[config.mk]
export PLATFORM = sky130hd
export DESIGN_NAME = log_drain
export DESIGN_NICKNAME = d
export VERILOG_FILES = /design/src/rtl/log_drain_pkg.sv /design/src/rtl/log_drain_ctr.sv /design/src/rtl/log_drain.sv
export SDC_FILE = /design/constraint.sdc
export NUM_CORES = 1
export LEC_CHECK = 0
export ABC_AREA = 0
export BUFFER_PORTS_ARGS = -buffer_cell sky130_fd_sc_hd__buf_2
export CAP_MARGIN = 15
export CORE_ASPECT_RATIO = 1.75
export CORE_UTILIZATION = 39
export DETAILED_ROUTE_END_ITERATION = 6
export PLACE_DENSITY_LB_ADDON = 0.1
export SLEW_MARGIN = 40
export SYNTH_ARGS = -nofsm -noshare
export SYNTH_HDL_FRONTEND = slang
export SYNTH_SLANG_ARGS = --single-unit
export TNS_END_PERCENT = 10
[constraint.sdc]
create_clock -name clk -period 2 [get_ports clk]
set_input_delay 0.3 -clock clk [delete_from_list [all_inputs] [get_ports clk]]
set_output_delay 0.3 -clock clk [all_outputs]
set_load 0.01 [all_outputs]
[src/rtl/log_drain_pkg.sv]
// log_drain_pkg: shared widths and FSM encoding for the logger drain engine.
package log_drain_pkg;
  localparam int ENTRY_W = 38;
  localparam int ADDR_W = 16;
  typedef logic [ENTRY_W-1:0] entry_t;
  typedef logic [ADDR_W-1:0] addr_t;
  localparam logic [2:0] S_IDLE  = 3'd0;
  localparam logic [2:0] S_READ  = 3'd1;
  localparam logic [2:0] S_CAPT  = 3'd2;
  localparam logic [2:0] S_SEND  = 3'd3;
  localparam logic [2:0] S_CLEAR = 3'd4;
  localparam logic [2:0] S_FIN   = 3'd5;
endpackage

[src/rtl/log_drain_ctr.sv]
// log_drain_ctr: entry index with terminal flag and saturating delivery count.
module log_drain_ctr
  import log_drain_pkg::*;
#(
  parameter int LOG_DEPTH = 16
) (
  input  logic              clk,
  input  logic              reset_n,
  input  logic              clr,
  input  logic              step,
  output logic [ADDR_W-1:0] idx,
  output logic              last,
  output logic [ADDR_W-1:0] count
);
  assign last = idx == ADDR_W'(LOG_DEPTH - 1);
  // idx parks on the terminal entry so a drain never wraps back to address 0
  always_ff @(posedge clk or negedge reset_n)
    if (!reset_n) begin
      idx   <= '0;
      count <= '0;
    end else if (clr) begin
      idx   <= '0;
      count <= '0;
    end else if (step) begin
      idx   <= last ? idx : idx + 1'b1;
      count <= &count ? count : count + 1'b1;
    end
endmodule

[src/rtl/log_drain.sv]
// log_drain: walks the logger RAM, streams non-empty entries downstream,
// then optionally strobes a RAM clear.
module log_drain
  import log_drain_pkg::*;
#(
  parameter int LOG_DEPTH     = 16,
  parameter bit CLEAR_ON_DONE = 1
) (
  input  logic               clk,
  input  logic               reset_n,
  input  logic               start,
  input  logic               abort,
  output logic               re,
  output logic [ADDR_W-1:0]  rd_addr,
  input  logic [ENTRY_W-1:0] rd_data,
  output logic               clr_ram,
  output logic               out_valid,
  input  logic               out_ready,
  output logic [ENTRY_W-1:0] out_data,
  output logic               busy,
  output logic               done,
  output logic [ADDR_W-1:0]  count
);
  logic [2:0] state, next;
  logic       last, xfer, live;

  assign live      = state == S_READ || state == S_CAPT || state == S_SEND;
  assign xfer      = state == S_SEND && out_ready && !abort;
  assign re        = state == S_READ;
  assign clr_ram   = state == S_CLEAR && CLEAR_ON_DONE;
  assign out_valid = state == S_SEND;
  assign busy      = state != S_IDLE;
  assign done      = state == S_FIN;

  always_comb begin
    next = state;
    case (state)
      S_IDLE:  next = start ? S_READ : S_IDLE;
      S_READ:  next = S_CAPT;
      S_CAPT:  next = rd_data == '0 ? S_CLEAR : S_SEND;
      S_SEND:  next = out_ready ? (last ? S_CLEAR : S_READ) : S_SEND;
      S_CLEAR: next = S_FIN;
      default: next = S_IDLE;
    endcase
    if (live && abort) next = S_FIN;
  end

  always_ff @(posedge clk or negedge reset_n)
    if (!reset_n) begin
      state    <= S_IDLE;
      out_data <= '0;
    end else begin
      state <= next;
      if (state == S_CAPT) out_data <= rd_data;
    end

  log_drain_ctr #(.LOG_DEPTH(LOG_DEPTH)) u_ctr (
    .clk     (clk),
    .reset_n (reset_n),
    .clr     (state == S_IDLE && start),
    .step    (xfer),
    .idx     (rd_addr),
    .last    (last),
    .count   (count)
  );
endmodule

==> After elaboration in Yosys (flattened, before gate mapping) <==
Index checks and enable logic that the tools add are counted.
Widths: inputs -> output; s select.
{ "op_classes": {"add_sub_neg": 2, "eq_ne": 8, "muxes": 12, "reduce_logical": 14} }
{ "ops": {"columns": ["op", "count"], "rows": [
  ["$mux 16", 6],
  ["$logic_not 38->1", 1],
  ["$add 16x1->16 const B", 2],
  ["$eq 16x4->1 const B", 1],
  ["$reduce_and 16->1", 1],
  ["$pmux 3 s5", 1],
  ["$mux 3", 4],
  ["$eq 3x2->1 const B", 2],
  ["$eq 3x3->1 const B", 2],
  ["$logic_and 1x1->1", 4],
  ["$ne 2x1->1 const B", 2],
  ["$reduce_and 2->1", 2],
  ["$eq 3x1->1 const B", 1],
  ["$logic_not 3->1", 1],
  ["$reduce_bool 3->1", 1],
  ["$logic_or 1x1->1", 2],
  ["$reduce_bool 2->1", 1],
  ["$logic_not 1->1", 1],
  ["$mux 1", 1]
]} }
{ "totals": {"ff_bits": 73, "input_bits": 43, "output_inout_bits": 75, "elab_cells": 40} }

==> Longest topological paths before layout <==
{ "logic_depth": {"depth_word": 5, "mapped_depth": 7, "mapped_depth_nobuf": 5} }

==> By module <==
A second synthesis with hierarchy kept.
{ "hier_totals": {"cells_unflattened": 307, "area_unflattened_um2": 3488.3} }
{ "modules_own_cells": {"columns": ["module", "instances", "cells_each", "area_per_inst_um2"], "rows": [
  ["log_drain", 1, 126, 1752.9],
  ["log_drain_ctr", 1, 181, 1735.4]
]} }

==> Worst setup path before layout <==
OpenSTA, ideal clock, no wires.
{ "synth_timing": {"path_kind": "reg2reg", "from": "reg u_ctr.count[0]", "to": "reg u_ctr.count[3]", "arrival_ns": 1.625, "path_slack_ns": 0.238, "path_stages_with_launch": 6, "path_buffers": 0, "period_less_slack_ns": 1.762, "cell_sequence": "dfrtp_1 ha_1 nand4_1 nor4_2 or4_1 a21oi_1"} }
{ "synth_between": {"elab_chain_len": 4, "word_cells_on_any_way": 7, "cone_classes": "add/sub: 1; eq/ne: 1; mux: 3; reduce/logical: 2"} }
{ "synth_rtl": {"columns": ["element", "line_no", "rtl"], "rows": [
  ["start: declaration", "log_drain_ctr.sv:13", "output logic [ADDR_W-1:0] count"],
  ["start signal: assignment", "log_drain_ctr.sv:26", "count <= &count ? count : count + 1'b1;"],
  ["$add 16x1->16", "log_drain_ctr.sv:26", null],
  ["$mux 16", "log_drain_ctr.sv:26", null],
  ["$mux 16", "log_drain_ctr.sv:24", "end else if (step) begin"],
  ["$mux 16", "log_drain_ctr.sv:21", "end else if (clr) begin"]
]} }
Parallel ways exist; a longest one is shown, timed or not. The select of a mux whose other input is x is not followed.
A chain may end at the register's enable or synchronous reset.

==> Worst setup path after layout <==
{ "layout_timing": {"from": "reg state[2]", "to": "reg u_ctr.count[8]"} }
{ "layout_between": {"elab_chain_len": 5, "word_cells_on_any_way": 9, "cone_classes": "eq/ne: 2; mux: 1; reduce/logical: 6"} }
{ "layout_rtl": {"columns": ["element", "line_no", "rtl"], "rows": [
  ["start: declaration", "log_drain.sv:24", "logic [2:0] state, next;"],
  ["start signal: assignment", "log_drain.sv:53", "state <= next;"],
  ["$eq 3x2->1", "log_drain.sv:28", "assign xfer = state == S_SEND && out_ready && !abort;"],
  ["$logic_and 1x1->1 (2 in a row)", "log_drain.sv:28", null],
  ["$reduce_bool 2->1 (no source line)", null, null],
  ["$reduce_and 2->1 (no source line)", null, null]
]} }
Parallel ways exist; a longest one is shown, timed or not.

==> impl_summary.log <==
INFO  metric outcome = finished clean
INFO  metric ys_ff_latch = 73
INFO  metric powerDensity = 1190 nW/um^2
INFO  metric fin_worst_hold_slack = 194 ps
INFO  metric endpoint_kind = flop
INFO  metric dp_worst_setup_slack = 189 ps
INFO  metric cts_num_sinks = 73
INFO  metric design_power_total = 5680 uW
INFO  metric slew_headroom = 64.3%
INFO  metric finish.cell_count_without_fillers = 582
INFO  metric postSynthAreaPerCell = 11.0 um^2
INFO  metric max-clock-path-buffers = 2
INFO  metric row_count = 45
INFO  metric area.growth.synth_to_final = 33.5%
INFO  metric netlist.area_leader.share = 51.3%
INFO  metric final_critical_path_setup_slack = 181 ps
INFO  metric post-cts-setup-buffer-count = 0
INFO  metric floorplan.initialDensity = 40.6%
INFO  metric drt.antenna.violating_nets = 0
INFO  metric clk-insertion-delay-late = 330 ps
INFO  metric finalHoldViolations = 0
INFO  metric mappedNetlistNets = 369
INFO  metric criticalPathCategory = reg -> reg
INFO  metric die-area = 9530 um^2
INFO  metric grt_util_all_layers = 20.0%
INFO  metric cts_made_buffers = 9
INFO  metric drt_iter0_drc = 185
INFO  metric layout.nets = 505
INFO  metric final_period_minus_worst_setup_slack = 1820 ps
INFO  metric clock-skew-final = 6.49 ps
INFO  metric fp.dieW = 74.2 um
INFO  metric cp_cell_sequence = or3b_1, or4_1, a21oi_2, mux2i_1
INFO  metric drive_gt1_share = 40.6%
INFO  metric synth_edf_count = 0
INFO  metric synthesis.area = 3560 um^2
INFO  metric io_pins = 118
INFO  metric synth_cell_type_count = 49
INFO  metric initial_antenna_violation_count = 0
INFO  metric io_buffer_count = 117
INFO  metric layout.filler_cells = 816
INFO  metric grt_first_pass_wirelength = 14.5 mm
INFO  metric coreArea = 8780 um^2
INFO  metric num_vias = 3,172
INFO  metric timing.final.crit_share = 91.0%
INFO  metric yosysWarnings = 0
INFO  metric setup_total_negative_slack = 0 ps
INFO  metric totalWireLength = 9.10 mm
INFO  metric worst_setup_hold_path_clk_slew = 60 ps
INFO  metric cts_tree = yes
INFO  metric cp.arrival = 2070 ps
INFO  metric cts_root_buf = sky130_fd_sc_hd__clkbuf_16
INFO  metric dp_hpwl = 6.88 mm
INFO  metric synthArstFlopShare = 100%
INFO  metric slowest_delay = 530 ps
INFO  metric max-cap-violations = 0
INFO  metric synthTopCellsByCount = sky130_fd_sc_hd__dfrtp_1 (73), sky130_fd_sc_hd__mux2_2 (25), sky130_fd_sc_hd__nand2_1 (23)
INFO  metric first_global_vias = 3,079
INFO  metric critPathBufInv = 0
INFO  metric worst_hold_path_type = in -> reg
INFO  metric crit_path_max_fanout = 4
INFO  metric synth_flop_cell = sky130_fd_sc_hd__dfrtp_1
INFO  metric route.detailed.drc = 0
INFO  metric max_freq = 550 MHz
INFO  metric die_h = 128 um
INFO  metric cts-hold-fix-buffers = 1
INFO  metric post_cts.resized_instances = 0
INFO  metric detailedRoute.firstPassIterationCount = 4
INFO  metric synth_top_cell_by_area = sky130_fd_sc_hd__dfrtp_1
INFO  metric placed_instance_count = 565
INFO  metric critical_path_required = 2250 ps
INFO  metric routed_via_density = 5.45
INFO  metric antenna_cells_inserted = 0
INFO  metric finalSetupViolations = 0
INFO  metric yosysSeqAreaShare = 51.3%
INFO  metric pin_count_of_the_biggest_net_entering_global_routing = 30
INFO  metric static-leakage-power = 0.00222 uW
INFO  metric critical_path.top_delay_family = simple AND/OR/NAND/NOR gates
INFO  metric yosys.cell_count.top_type = sky130_fd_sc_hd__dfrtp_1
INFO  metric htree_num_levels = 3
INFO  metric overflow = 0
INFO  metric tightestPinTransition = 535 ps
INFO  metric timing_max_transition_violations_final = 0
INFO  metric unrepaired_setup_endpoints_after_global_routing = no
INFO  metric gp_congestion = 0.809
INFO  metric wl_per_cell = 15.6 um
INFO  metric worst_path_max_delay_cell = sky130_fd_sc_hd__or4_1
INFO  metric syn_inst = 324
INFO  metric critical_path.startpoint_type = flop
INFO  metric vdd_drop_max = 0.731 mV
INFO  metric ys_top_cells_by_area = sky130_fd_sc_hd__dfrtp_1 (51%), sky130_fd_sc_hd__mux2_2 (7.9%), sky130_fd_sc_hd__mux2_1 (4.1%)
==> where the power goes <==
group | switching (uW) | internal, uW | total [uW] | leakage [uW]
clock network | 639 | 1040 | 1680 | 0.000148
registers | 226 | 1920 | 2150 | 0.000926
logic | 914 | 931 | 1840 | 0.00114
total | 1780 | 3900 | 5680 | 0.00222
==> layer usage <==
metal	track usage, %	wire length [um]	vias to the layer above
met5	0	0	-
met4	10.2	291	0
met3	5.09	426	23
met2	34.1	4840	111
met1	22.5	3540	1525
li1	-	-	1513
==> placed cells by master (no fill, tap or decap), types with 3 or more instances in the layout <==
master                      synthesis  routed
sky130_fd_sc_hd__mux2_1            13      13
sky130_fd_sc_hd__or4_1             11      11
sky130_fd_sc_hd__or3_1              9       9
sky130_fd_sc_hd__o31ai_1            9       9
sky130_fd_sc_hd__nor3_1             5       5
sky130_fd_sc_hd__inv_1              7       7
sky130_fd_sc_hd__nand2_1           23      23
sky130_fd_sc_hd__nor4_1            14      14
sky130_fd_sc_hd__clkbuf_16          0       9
sky130_fd_sc_hd__nand3_1           11      11
sky130_fd_sc_hd__dfrtp_1           73      73
sky130_fd_sc_hd__o21ai_0           12      12
sky130_fd_sc_hd__buf_2              6     117
sky130_fd_sc_hd__buf_4              1      18
sky130_fd_sc_hd__buf_12             0       3
sky130_fd_sc_hd__or2_2              5       5
sky130_fd_sc_hd__nor2_1             7       7
sky130_fd_sc_hd__and4_1             6       6
sky130_fd_sc_hd__and3_1             5       5
sky130_fd_sc_hd__mux2_2            25      25
sky130_fd_sc_hd__mux2i_1            8       8
sky130_fd_sc_hd__nand4_1           12      12
sky130_fd_sc_hd__and2_1             3       3
sky130_fd_sc_hd__a21oi_1           21      21
==> cell families (layout without fill, tap and decap cells) <==
logic type	Yosys count	count (layout)	share of synthesized area, %
and+or+nand+nor	126	126	21.4
DFF	73	73	51.3
AOI/OAI and AO/OA	54	54	9.38
muxes	46	46	14.3
buffers and inverters	21	162	2.53
adders and majority gates	2	2	0.702
xor gates and xnor gates	2	2	0.492
==> per-stage QoR <==
step           util, %  area, um^2
6_report          54.2        4760
5_1_grt           54.2        4760
4_1_cts           54.2        4760
3_5_place_dp      50.5        4430
3_3_place_gp      50.5        4430
2_1_floorplan        -        3560
==> worst paths after layout <==
path / start / to / slack [ps] / depth (start not counted)
max: state[2] / u_ctr.count[8] / 180 / 4
min: rd_data[31] / out_data[31] / 190 / 2
max reg2reg: state[2] / u_ctr.count[8] / 180 / 4
min reg2reg: out_data[28] / out_data[28] / 480 / 1
max in group asynchronous: reset_n / u_ctr.idx[0] / 960 / 3
min in group asynchronous: reset_n / u_ctr.count[12] / 500 / 2
==> flip-flops by register name, indices dropped and copies added (netlist names) <==
name and flops:
out_data 38, u_ctr.count 16, u_ctr.idx 16, state 3
==> layout make-up <==
type	count	area [um^2]	area share, %
timing repair buffer	139	791	16.6
tap	117	146	3.08
multi-input combinational	230	1650	34.7
clock buffer	11	253	5.31
clock inverter	5	62.6	1.32
sequential	73	1830	38.4
inverter	7	26.3	0.552
No activity file was read; power rests on OpenSTA's default activity.
